**src/rtl/reg_file.sv**
```systemverilog
// reg_file: x0..x31 values with per-register busy/ROB-tag renaming, commit/rename/flush updates, two bypassed combinational query ports and a busy count
module reg_file #(
  parameter int ROB_SIZE_BIT = 5
) (
  input  logic                    clk_in,
  input  logic                    rst_in,
  input  logic                    rdy_in,
  input  logic                    rob_clear,
  input  logic                    is_update_val,
  input  logic [4:0]              update_val_id,
  input  logic [ROB_SIZE_BIT-1:0] update_val_dep,
  input  logic [31:0]             update_val,
  input  logic                    is_update_dep,
  input  logic [4:0]              update_dep_id,
  input  logic [ROB_SIZE_BIT-1:0] update_dep,
  input  logic [4:0]              qry1_reg_id,
  output logic                    qry1_busy,
  output logic [31:0]             qry1_value,
  output logic [ROB_SIZE_BIT-1:0] qry1_dep,
  input  logic [4:0]              qry2_reg_id,
  output logic                    qry2_busy,
  output logic [31:0]             qry2_value,
  output logic [ROB_SIZE_BIT-1:0] qry2_dep,
  output logic [5:0]              busy_cnt
);
  logic [31:0]             value [32];
  logic [ROB_SIZE_BIT-1:0] dep [32];
  logic [31:0]             busy, busy_nxt;
  logic [5:0]              cnt_nxt;
  logic                    hit1, hit2;
  always_comb begin
    busy_nxt = '0;
    cnt_nxt = '0;
    for (int i = 1; i < 32; i++) begin
      busy_nxt[i] = rob_clear ? 1'b0 :
                    (is_update_dep && update_dep_id == 5'(i)) ? 1'b1 :
                    (is_update_val && update_val_id == 5'(i) && dep[i] == update_val_dep) ? 1'b0 :
                    busy[i];
      cnt_nxt = cnt_nxt + 6'(busy_nxt[i]);
    end
  end
  always_ff @(posedge clk_in) begin
    if (rst_in) begin
      value <= '{default: '0};
      dep <= '{default: '0};
      busy <= '0;
      busy_cnt <= '0;
    end else if (rdy_in) begin
      if (is_update_val && update_val_id != 5'd0) value[update_val_id] <= update_val;
      if (!rob_clear && is_update_dep && update_dep_id != 5'd0) dep[update_dep_id] <= update_dep;
      busy <= busy_nxt;
      busy_cnt <= cnt_nxt;
    end
  end
  assign hit1 = is_update_val && update_val_id == qry1_reg_id && busy[qry1_reg_id] && dep[qry1_reg_id] == update_val_dep;
  assign hit2 = is_update_val && update_val_id == qry2_reg_id && busy[qry2_reg_id] && dep[qry2_reg_id] == update_val_dep;
  assign qry1_busy = qry1_reg_id != 5'd0 && busy[qry1_reg_id] && !hit1;
  assign qry2_busy = qry2_reg_id != 5'd0 && busy[qry2_reg_id] && !hit2;
  assign qry1_value = qry1_reg_id == 5'd0 ? '0 : hit1 ? update_val : value[qry1_reg_id];
  assign qry2_value = qry2_reg_id == 5'd0 ? '0 : hit2 ? update_val : value[qry2_reg_id];
  assign qry1_dep = qry1_reg_id == 5'd0 ? '0 : dep[qry1_reg_id];
  assign qry2_dep = qry2_reg_id == 5'd0 ? '0 : dep[qry2_reg_id];
endmodule

```
**config.mk**
```make
export PLATFORM = sky130hd
export DESIGN_NAME = reg_file
export DESIGN_NICKNAME = d
export VERILOG_FILES = /design/src/rtl/reg_file.sv
export SDC_FILE = /design/constraint.sdc
export NUM_CORES = 2
export LEC_CHECK = 0
export CAP_MARGIN = 20
export CORE_MARGIN = 10
export CORE_UTILIZATION = 40
export CTS_BUF_LIST = sky130_fd_sc_hd__clkbuf_4
export CTS_CLUSTER_DIAMETER = 30
export DETAILED_ROUTE_END_ITERATION = 10
export GPL_TIMING_DRIVEN = 0
export PLACE_DENSITY_LB_ADDON = 0.12
export SLEW_MARGIN = 5
export SYNTH_ARGS = -nofsm -noshare
export SYNTH_HDL_FRONTEND = slang
export SYNTH_SLANG_ARGS = --single-unit
```
**constraint.sdc**
```tcl
create_clock -name clk_in -period 8.5 [get_ports clk_in]
set_clock_uncertainty 0.15 [all_clocks]
set_input_delay 1.7 -clock clk_in [delete_from_list [all_inputs] [get_ports clk_in]]
set_output_delay 1.7 -clock clk_in [all_outputs]
set_load 0.02 [all_outputs]
```
==> qor.yml <==
setup_path:
  timing.rr.end: "busy_cnt[4]"
  start_kind: "primary input"
  crit_fanout: 10
  cp-end-kind: "output port"
  timing.rr.start: "dep[39]"
  r2r_slack_ps: 1660
  worstPathRequired_ps: 6650
  r2r_cells: 23
  critPathKind: "primary input to output port"
  startpoint: "qry1_reg_id[1]"
  crit_arrival_ps: 6910
routing:
  drcViolationCount: 0
  wl_met1_um: 125600
  wire_per_inst_um: 29.83
  first_pass_iters: 6
  vias_per_cell: 5.977
  vias: 60920
  wl_um: 304100
  drtIter0Drc: 7797
  met3WireLength_um: 37440
  antenna_left: 0
  routed-wl-met2_um: 128300
  top_layer_used: "met5"
worst_hold_path:
  hold_class: "register to register"
  whs_endpoint: "value[829]"
  hold_depth: 2
  hold_start: "value[829]"
sta:
  timing.final.crit_share_pct: 103.1
  slew_violations: 0
  setup_slack_ps: -264.8
  min_period_ps: 8765
  rsz0062_at_grt: "no"
  relSlewSlack_pct: 18.19
  setup_violations: 19
  hold_violations: 0
  timing.fmax_mhz: 114.1
  tightest_slew_ps: 1227
die:
  initial_core_util_pct: 40.15
  die-area_mm2: 0.1817
  die_h_um: 426.3
  ios: 150
  die_w_um: 426.3
  fp.coreArea_mm2: 0.1644
  placementRows: 149
placement:
  hpwl_um: 242500
  numPortBuffers: 101
  dp_slack_ps: -859.1
  place_congestion: 1.070
grt:
  grt_pass1_vias: 58080
  grt_max_degree: 17
  overflow: 0
  grt_usage_pct: 32.45
  antenna_found_initial: 30
  grt_pass1_wl_um: 422600
cts:
  cts-buffers-inserted: 389
  cts.sinks: 1221
  clock_latency_ps: 1470
  cts_tree: "done"
  cts.clk_slew.worst_paths_ps: 50
  cts_max_level: 5
  cts_root_buffer: "clkbuf_4"
  cts_buffer_depth: 4
pwr:
  leakagePower_nw: 24.55
  ir_drop_uv: 137.0
  report.power.total_mw: 12.85
  power.density_mw_per_mm2: 171.2
synth:
  yosysSeqAreaShare_pct: 37.03
  synthDistinctLibCells: 66
  synth_seq_cells: 1221
  synthesis.instances: 7190
  ys.warnings.count: 0
  synthesis.area_mm2: 0.06602
  synth_top_flop_cell: "dfxtp_1"
  synth_fp_nets: 7288
  avgSynthCellArea_um2: 9.182
  async_flop_share_pct: 0
  synth_edf_count: 0
status:
  outcome: "finished, violations left"
  violations: "negative setup slack"
run:
  drv_cap: 0
cells_and_area:
  drive_gt1_share_pct: 19.27
  final_cell_mix: "2,246 x nand2_1, 1,221 x dfxtp_1, 1,095 x a21oi_1"
  final_net_count: 7814
  areaGrowthSynthToFinish_pct: 13.65
  final_common_cell: "nand2_1"
  fillCellCount: 16490
==> cells in the mapped netlist (6+ instances only) <==
cell      count  share of area, %
nand2b_1      6             0.057
and3_1        8             0.076
o22ai_1      13              0.12
clkbuf_2     28              0.21
a211oi_1      6             0.068
mux2_2       37              0.63
o41ai_1      31              0.41
clkbuf_1    573               3.3
and2_1        6             0.057
nor2b_1      48              0.45
dfxtp_1    1221                37
inv_1        48              0.27
nor2_1      264               1.5
nor3_1        9             0.068
buf_4         6             0.068
mux2i_1     241               3.7
nand3b_1      9              0.10
nand3_1      88              0.67
a21oi_1    1095               8.3
or2_2         6             0.057
mux4_2      712                24
nor3b_1       7             0.080
a22oi_1      13              0.15
buf_6        10              0.17
nand4_1      37              0.35
buf_2        63              0.48
nand2_1    2246                13
or3_1        35              0.33
xnor2_1     132               1.8
buf_1        61              0.35
ha_1          7              0.13
fa_1         23              0.70
xor2_1       40              0.53
==> worst max-delay path, cell delays in order <==
cell and delay, ps:
buf_2 320, buf_4 290, buf_2 370, buf_2 440
buf_2 570, buf_2 580, mux4_2 350, mux4_2 310
nor2_1 50, or3_1 320, mux2i_1 720, clkdlybuf4s50_1 770
==> routing by layer <==
| layer | up-vias | GRT usage, % |
|---|---|---|
| li1 | 26410 | - |
| met5 | - | 0 |
| met1 | 30380 | 44.59 |
| met3 | 593 | 10.86 |
| met2 | 3533 | 46.62 |
| met4 | 10 | 13.28 |
==> state kept, by name (all words and copies together), names as in the netlist <==
signal and cells:
busy 31, value 1024, busy_cnt 6, dep 160
==> cell type report <==
class	count	area, um^2	area share [%]
Tap cell	2189	2739	3.651
Clock buffer	537	4031	5.373
Clock inverter	129	595.6	0.7938
Sequential cell	1221	24440	32.58
Buffer	741	3088	4.116
Inverter	50	187.7	0.2502
Timing Repair Buffer	136	1450	1.933
Antenna cell	13	32.53	0.04336
Multi-Input combinational cell	5177	38460	51.26
==> through the flow <==
| stage | std cells | hold slack, ps | area [um^2] | setup TNS [ps] | utilization [%] |
|---|---|---|---|---|---|
| global route | 10190 | 331.9 | 75010 | 0 | 45.62 |
| global placement | 9480 | 297.9 | 69770 | -28770 | 42.43 |
| detailed placement | 9508 | 305.8 | 70170 | -20490 | 42.67 |
| CTS | 10180 | 314.0 | 74890 | -11.21 | 45.54 |
| floorplan | 7190 | 292.9 | 66020 | 0 | - |
| finish | 10190 | 313.6 | 75020 | -1719 | 45.63 |
==> worst max path at each step <==
stage	end	slack, ps	cells after the start
global route	qry1_value[1]	10	12
global placement	busy_cnt[4]	-1170	22
finish	qry1_value[1]	-260	12
detailed placement	busy_cnt[4]	-860	26
CTS	qry2_value[21]	-10	11
floorplan	busy_cnt[4]	960	25
==> logic make-up (layout without fill, tap and decap cells) <==
group,after synthesis,after routing,synth area share (%)
AOI/OAI and AO/OA,1187,1187,9.412
xor gates and xnor gates,172,172,2.282
adders and majority gates,30,30,0.8301
buffers and inverters,792,1593,4.841
DFF,1221,1221,37.03
muxes,995,995,28.73
other,0,13,0
and+or+nand+nor,2793,2793,16.88
==> power by group <==
part / leakage (nW) / switching, mW / internal (mW)
Clock: 2.81 / 2.85 / 2.97
Combinational: 11.9 / 0.903 / 0.359
Sequential: 9.83 / 0.0198 / 5.74
Total: 24.6 / 3.77 / 9.07
==> timing repair <==
item	CTS	global route
gates resized for setup	31	30
setup endpoints to repair	41	20
hold buffers	0	0
pin swaps	1	0
setup buffers	2	0
No activity file was read; power rests on OpenSTA's default activity.
